## src/rtl/fwd_hazard_unit.sv

```systemverilog
// Operand forwarding select, load-use detect and single long-op countdown scoreboard.
// Latency: forwarding/stall combinational (0 cycles); scoreboard state registered (1 cycle).
// Backpressure: stall_o freezes PC/IF-ID; optional FWD_STATS_EN adds saturating stall/forward counters.
module fwd_hazard_unit #(
    parameter int REG_AW   = 5,
    parameter int NUM_SRC  = 2,
    parameter int NUM_STG  = 2,
    parameter int LONG_LAT = 4,
    localparam int SW      = $clog2(NUM_STG + 1),
    localparam int CW      = $clog2(LONG_LAT) + 1
) (
    input  logic                        clk_i,
    input  logic                        rst_i,
    input  logic [NUM_SRC*REG_AW-1:0]   id_rs_i,
    input  logic                        id_long_i,
    input  logic [NUM_SRC*REG_AW-1:0]   ex_rs_i,
    input  logic [NUM_STG-1:0]          stg_we_i,
    input  logic [NUM_STG*REG_AW-1:0]   stg_rd_i,
    input  logic                        idex_load_i,
    input  logic [REG_AW-1:0]           idex_rd_i,
    input  logic                        long_start_i,
    input  logic [REG_AW-1:0]           long_rd_i,
    output logic [NUM_SRC*SW-1:0]       fwd_sel_o,
    output logic                        stall_o,
    output logic                        long_busy_o,
    output logic                        long_done_o,
    output logic                        long_ovf_o
`ifdef FWD_STATS_EN
    ,
    output logic [15:0]                 stall_cnt_o,
    output logic [15:0]                 fwd_cnt_o
`endif
);

    logic              busy_q, busy_d;
    logic [CW-1:0]     cnt_q, cnt_d;
    logic [REG_AW-1:0] busy_rd_q, busy_rd_d;
    logic              ovf_q, ovf_d;

    logic              cnt_zero;
    logic              lu_stall;
    logic              sb_stall;

    assign cnt_zero = (cnt_q == '0);

    // Youngest stage wins: scan oldest to youngest so the last hit overrides.
    always_comb begin
        fwd_sel_o = '0;
        for (int s = 0; s < NUM_SRC; s++) begin
            for (int k = NUM_STG - 1; k >= 0; k--) begin
                if (stg_we_i[k]
                    && (stg_rd_i[k*REG_AW +: REG_AW] != '0)
                    && (stg_rd_i[k*REG_AW +: REG_AW] == ex_rs_i[s*REG_AW +: REG_AW])) begin
                    fwd_sel_o[s*SW +: SW] = SW'(k + 1);
                end
            end
        end
    end

    always_comb begin
        lu_stall = 1'b0;
        sb_stall = 1'b0;
        for (int s = 0; s < NUM_SRC; s++) begin
            if (idex_load_i && (idex_rd_i != '0)
                && (id_rs_i[s*REG_AW +: REG_AW] == idex_rd_i)) begin
                lu_stall = 1'b1;
            end
            if (busy_q && (busy_rd_q != '0)
                && (id_rs_i[s*REG_AW +: REG_AW] == busy_rd_q)) begin
                sb_stall = 1'b1;
            end
        end
        // Only one long unit: a second long op must wait unless the current one retires now.
        if (id_long_i && busy_q && !cnt_zero) begin
            sb_stall = 1'b1;
        end
    end

    assign stall_o     = lu_stall | sb_stall;
    assign long_busy_o = busy_q;
    assign long_done_o = busy_q & cnt_zero;
    assign long_ovf_o  = ovf_q;

    always_comb begin
        busy_d    = busy_q;
        cnt_d     = cnt_q;
        busy_rd_d = busy_rd_q;
        ovf_d     = ovf_q;
        if (!busy_q || cnt_zero) begin
            // Idle, or retiring this cycle: a start here is accepted back-to-back.
            busy_d = long_start_i;
            if (long_start_i) begin
                cnt_d     = CW'(LONG_LAT - 1);
                busy_rd_d = long_rd_i;
            end
        end else begin
            cnt_d = cnt_q - CW'(1);
            if (long_start_i) begin
                ovf_d = 1'b1;
            end
        end
    end

    always_ff @(posedge clk_i) begin
        if (rst_i) begin
            busy_q    <= 1'b0;
            cnt_q     <= '0;
            busy_rd_q <= '0;
            ovf_q     <= 1'b0;
        end else begin
            busy_q    <= busy_d;
            cnt_q     <= cnt_d;
            busy_rd_q <= busy_rd_d;
            ovf_q     <= ovf_d;
        end
    end

`ifdef FWD_STATS_EN
    logic [15:0] stall_cnt_q, stall_cnt_d;
    logic [15:0] fwd_cnt_q, fwd_cnt_d;

    always_comb begin
        stall_cnt_d = stall_cnt_q;
        fwd_cnt_d   = fwd_cnt_q;
        if (stall_o && (stall_cnt_q != 16'hFFFF)) begin
            stall_cnt_d = stall_cnt_q + 16'd1;
        end
        if ((|fwd_sel_o) && (fwd_cnt_q != 16'hFFFF)) begin
            fwd_cnt_d = fwd_cnt_q + 16'd1;
        end
    end

    always_ff @(posedge clk_i) begin
        if (rst_i) begin
            stall_cnt_q <= '0;
            fwd_cnt_q   <= '0;
        end else begin
            stall_cnt_q <= stall_cnt_d;
            fwd_cnt_q   <= fwd_cnt_d;
        end
    end

    assign stall_cnt_o = stall_cnt_q;
    assign fwd_cnt_o   = fwd_cnt_q;
`endif

endmodule
```

## config.mk

```make
export PLATFORM = sky130hd
export DESIGN_NAME = fwd_hazard_unit
export DESIGN_NICKNAME = d
export VERILOG_FILES = /design/src/rtl/fwd_hazard_unit.sv
export SDC_FILE = /design/constraint.sdc
export NUM_CORES = 1
export LEC_CHECK = 0
export BUFFER_PORTS_ARGS = -buffer_cell sky130_fd_sc_hd__buf_2
export CELL_PAD_IN_SITES_DETAIL_PLACEMENT = 0
export CELL_PAD_IN_SITES_GLOBAL_PLACEMENT = 1
export CORE_UTILIZATION = 29
export CTS_CLUSTER_SIZE = 10
export DETAILED_ROUTE_END_ITERATION = 8
export GPL_ROUTABILITY_DRIVEN = 1
export PLACE_DENSITY = 0.87
export SYNTH_ARGS = -nofsm -noshare
export SYNTH_HDL_FRONTEND = slang
export SYNTH_SLANG_ARGS = --single-unit
```

## constraint.sdc

```tcl
create_clock -name clk_i -period 1.8 [get_ports clk_i]
set_input_delay 0.27 -clock clk_i [delete_from_list [all_inputs] [get_ports clk_i]]
set_output_delay 0.27 -clock clk_i [all_outputs]
set_load 0.02 [all_outputs]
```

; ---- Word-level counts from Yosys, hierarchy flattened
; Cells that the tools add are included.
[classes]
n_addsub = 1
reduce_logical = 24
bitwise = 3
eq_ne = 9
mux = 11
[op_table]
columns = op, n
row1 = 5-bit == test, 8
row2 = 5-bit nonzero test, 4
row3 = 1-bit logical AND, 14
row4 = 2-bit 2-to-1 mux, 4
row5 = 3-bit 2-to-1 mux, 2
row6 = 1-bit 2-to-1 mux, 5
row7 = 2-bit AND reduction, 2
row8 = 3-bit logical NOT, 1
row9 = "3-bit by 1-bit subtractor with 3-bit output, second input constant", 1
row10 = 1-bit logical NOT, 2
row11 = "2-bit inequality test, second input constant", 1
row12 = 1-bit bitwise AND, 1
row13 = 1-bit logical OR, 1
row14 = 1-bit NOT, 1
row15 = 1-bit bitwise OR, 1
[totals]
out_inout_bits = 8
wordCells = 52
reg_bits = 10

; ---- Logic depth before layout (Yosys ltp)
[logic_depth]
depth_word = 7
depth_mapped = 8

; ---- Worst setup path after synthesis
; OpenSTA, ideal clock, no wires.
[synth_path]
kind = input to output
startpoint = input stg_rd_i[1]
endpoint = output fwd_sel_o[1]
t_required_ns = 1.530
path_buffers = 0
path_slack_ns = -0.071
path_stages = 4
arrival_ns = 1.601
path_cell_list = or4_4 -> o21ai_2 -> nor4_1 -> nor4_2
[synth_between]
elab_chain_cells = 4
[synth_rtl]
columns = element, line
row1 = "start, declared", 18  ; input logic [NUM_STG*REG_AW-1:0] stg_rd_i,
row2 = 5-bit nonzero test, 52  ; && (stg_rd_i[k*REG_AW +: REG_AW] != '0)
row3 = 1-bit logical AND, 52
row4 = 1-bit logical AND (*), 53  ; && (stg_rd_i[k*REG_AW +: REG_AW] == ex_rs_i[s*REG_AW +: REG_AW])) begin
row5 = 2-bit 2-to-1 mux (*), 51  ; if (stg_we_i[k]
row6 = "end, declared", 23  ; output logic [NUM_SRC*SW-1:0] fwd_sel_o,
; Mark *: on every way between the ends. The rest lies on a longest branch, timed or not.

; ---- Worst setup path after layout
[layout_path]
startpoint = register busy_rd_q[1]
endpoint = output stall_o
[layout_between]
elab_chain_cells = 7
[layout_rtl]
columns = element, line
row1 = "start, declared", 37  ; logic [REG_AW-1:0] busy_rd_q, busy_rd_d;
row2 = "start signal, assigned", 113  ; busy_rd_q <= busy_rd_d;
row3 = 5-bit nonzero test, 68  ; if (busy_q && (busy_rd_q != '0)
row4 = 1-bit logical AND, 68
row5 = 1-bit logical AND, 69  ; && (id_rs_i[s*REG_AW +: REG_AW] == busy_rd_q)) begin
row6 = 1-bit 2-to-1 mux, 68
row7 = 1-bit 2-to-1 mux (*), 68
row8 = 1-bit 2-to-1 mux (*), 74  ; if (id_long_i && busy_q && !cnt_zero) begin
row9 = 1-bit bitwise OR (*), 79  ; assign stall_o = lu_stall | sb_stall;
row10 = "end, declared", 24  ; output logic stall_o,
; Marked as above.

==> results.py <==
metrics = {
    "yosys": {
        "netlist_instances": 114,
        "yosys.area.top_type": "xor2_1",
        "synth_cell_types": 25,
        "syn_nets": 163,
        "synth_top_area_frac": 0.218,
        "seq_area_frac_synth": 0.217,
        "yosysWarnings": 0,
        "synth.area.top_cells": "xor2_1, dfxtp_1, xnor2_1",
        "synth_area_um2": 923,
        "ys_ff_latch": 10,
        "syn_avg_cell_area_um2": 8.10,
    },
    "status": {
        "status": "finished with violations",
        "violations": "setup timing",
    },
    "floorplan": {
        "die_area_um2": 3410,
        "num_rows": 20,
        "initial_core_util": 0.305,
        "core_um2": 3030,
        "die_width_um": 58.4,
        "num_io_pins": 55,
        "die_y_um": 58.4,
    },
    "critical_path": {
        "cp.arrival_ns": 1.55,
        "rr_startpoint": "cnt_q[0]",
        "cp_max_fo": 3,
        "worst_setup_path_end_kind": "output pin",
        "crit_chain": "or4_4 -> o221ai_2 -> o221ai_1 -> buf_4",
        "cp_slowest_stage_delay_ns": 0.53,
        "path_class": "flop to output pin",
        "reg2reg_depth": 7,
        "crit_path_start_kind": "flop",
        "r2r_end": "busy_rd_q[4]",
        "slowest_stage": "or4_4",
        "cp.required_ns": 1.53,
        "reg2reg_slack_ns": 0.21,
    },
    "sta": {
        "fin_crit_sh": 1.01,
        "setup_ws_ns": -0.0248,
        "setup_violations": 2,
        "final_hold_viol_count": 0,
        "worst_pin_slew_ns": 0.546,
        "rsz0062_at_grt": "true",
        "maxSlewHeadroom": 0.633,
        "fin_skew_ns": 0.00423,
        "fmax_mhz": 548,
        "fin_crit_ns": 1.82,
        "whs_ns": 0.256,
        "slew_viol_final": 0,
        "setup-tns-final_ns": -0.0350,
    },
    "global_routing": {
        "antenna_found_initial": 0,
        "grt_pass1_vias": 1009,
        "gr-usage-all-layers": 0.153,
        "grt.overflow.total": 0,
        "grt_start_max_net_pins": 11,
        "grt_pass1_wl_um": 4010,
    },
    "clock_tree": {
        "cts_tree": "built",
        "root_buffer": "clkbuf_4",
        "cts_sinks": 10,
        "cts_inserted_buffers": 3,
        "clk_path_buf_depth": 2,
        "htreeDepth": 1,
        "clk_pin_slew_ns": 0.06,
        "insertion_delay_ns": 0.26,
    },
    "final_layout": {
        "fin_util": 0.468,
        "fillers": 293,
        "seq_area_um2": 204,
        "final_layout_size_suffix_gt1_frac": 0.445,
        "antenna_cells": 0,
        "final_area_um2": 1420,
        "multiInputGateArea_um2": 767,
        "area_growth_pct": 53.4,
        "nets": 224,
    },
    "hold_path": {
        "min_path_cells": 3,
        "min_to": "busy_rd_q[0]",
        "hold_start": "long_rd_i[0]",
        "worst_hold_path_type": "input pin to flop",
    },
    "pwr": {
        "switchingPower_mw": 0.231,
        "power_frac_comb": 0.425,
        "p_int_mw": 0.464,
        "vdd_drop_max_mv": 0.300,
        "p_per_area_nw_per_um2": 490,
        "p_clk_frac": 0.209,
        "power.leakage_nw": 0.617,
        "swShare": 0.332,
        "sequentialPowerShare": 0.367,
    },
    "placed_design": {
        "place.gp.congestion": 0.785,
        "port_buffers": 54,
        "hpwl_um": 2220,
        "place_area_um2": 1240,
    },
    "drt": {
        "dr.pass1.iters": 4,
        "num_vias": 1034,
        "avgViaCountPerCell": 4.76,
        "postRouteWirelength_um": 2670,
        "routedWlPerCell_um": 12.3,
        "drtIter0Drc": 12,
        "drc": 0,
        "ant_nets": 0,
    },
    "job": {
        "drv_cap": 0,
    },
}
power groups by stage:
| stage | registers [mW] | logic (mW) | clock network [mW] |
|---|---|---|---|
| after global routing | 0.257 | 0.324 | 0.164 |
| after detailed placement | 0.259 | 0.253 | 0 |
| final | 0.254 | 0.295 | 0.145 |
| after global placement | 0.258 | 0.245 | 0 |
| after CTS | 0.253 | 0.268 | 0.151 |
| after floorplan | 0.259 | 0.141 | 0 |
cell families (layout without fill, tap and decap cells):
kind of cell	count (synthesis)	count (layout)	synth area share
compound gates	16	16	0.107
xor+xnor	40	40	0.379
fa+ha+maj	2	2	0.0271
buf+inv	7	66	0.0284
flops	10	10	0.217
simple gates	39	39	0.241
worst max-delay path by stage:
| stage | slack (ns) | startpoint | to | depth (start not counted) |
|---|---|---|---|---|
| 2_1_floorplan | 0.02 | stg_rd_i[4] | fwd_sel_o[1] | 4 |
| 3_3_place_gp | -0.006 | stg_rd_i[9] | fwd_sel_o[3] | 6 |
| 3_5_place_dp | -0.05 | stg_rd_i[7] | fwd_sel_o[1] | 6 |
| 4_1_cts | -0.06 | busy_rd_q[1] | stall_o | 4 |
| 5_1_grt | -0.1 | busy_rd_q[0] | stall_o | 7 |
| 6_report | -0.02 | busy_rd_q[1] | stall_o | 4 |
cells in the mapped netlist, drive strengths merged:
master,count
a21oi,7
nor2b,1
inv,4
xor2,23
o221ai,2
nor4,4
ha,2
clkbuf,2
and2,1
nand3,10
xnor2,17
a31oi,2
nor3,6
nand2b,1
or4,6
dfxtp,10
o21ai,3
buf,1
a211oi,2
nor2,3
nand2,7
what timing repair did:
item                                    in CTS  in global routing
hold buffers                                 0                  0
endpoints found under the setup margin       3                  3
buffers inserted                             3                  1
pin swaps                                    4                  8
resized for setup                            8                 19
critical path: cells and delay by family (launching register included):
family          cells  cell delay (ns)
buf+inv             1             0.18
compound gates      2             0.27
flops               1             0.32
simple gates        1             0.53
cell type report:
class	count	share of cell area
tap	44	0.0389
sequential	10	0.144
inverter	4	0.0106
clock buffer	3	0.0159
multi-input combinational	97	0.542
timing repair buffer	59	0.249
placed cells by master (no fill, tap or decap), drive strengths merged, types with 6 or more instances in the layout:
cell	count
a21oi	7
buf	59
dfxtp	10
nand2	7
nand3	10
nor3	6
or4	6
xnor2	17
xor2	23
flip-flops by register name, indices dropped and copies added, names as in the netlist:
name         cells
busy_rd_q        5
cnt_q            3
long_busy_o      1
long_ovf_o       1
per-stage QoR:
step                total power, mW  setup slack [ns]  instances
floorplan                     0.399            0.0246        114
global placement              0.503          -0.00615        210
detailed placement            0.512           -0.0459        210
CTS                           0.672           -0.0638        216
global route                  0.745           -0.0966        217
finish                        0.694           -0.0248        217
routing by layer:
metal / part of all wire / track usage / vias up / wire length, µm
met2: 0.53 / 0.297 / 44 / 1410
met3: 0.060 / 0.0132 / 9 / 159
met5: 0 / 0 / - / 0
met1: 0.38 / 0.157 / 463 / 1010
li1: - / - / 518 / -
met4: 0.031 / 0.0952 / 0 / 84
(Power assumes the default switching activity.)
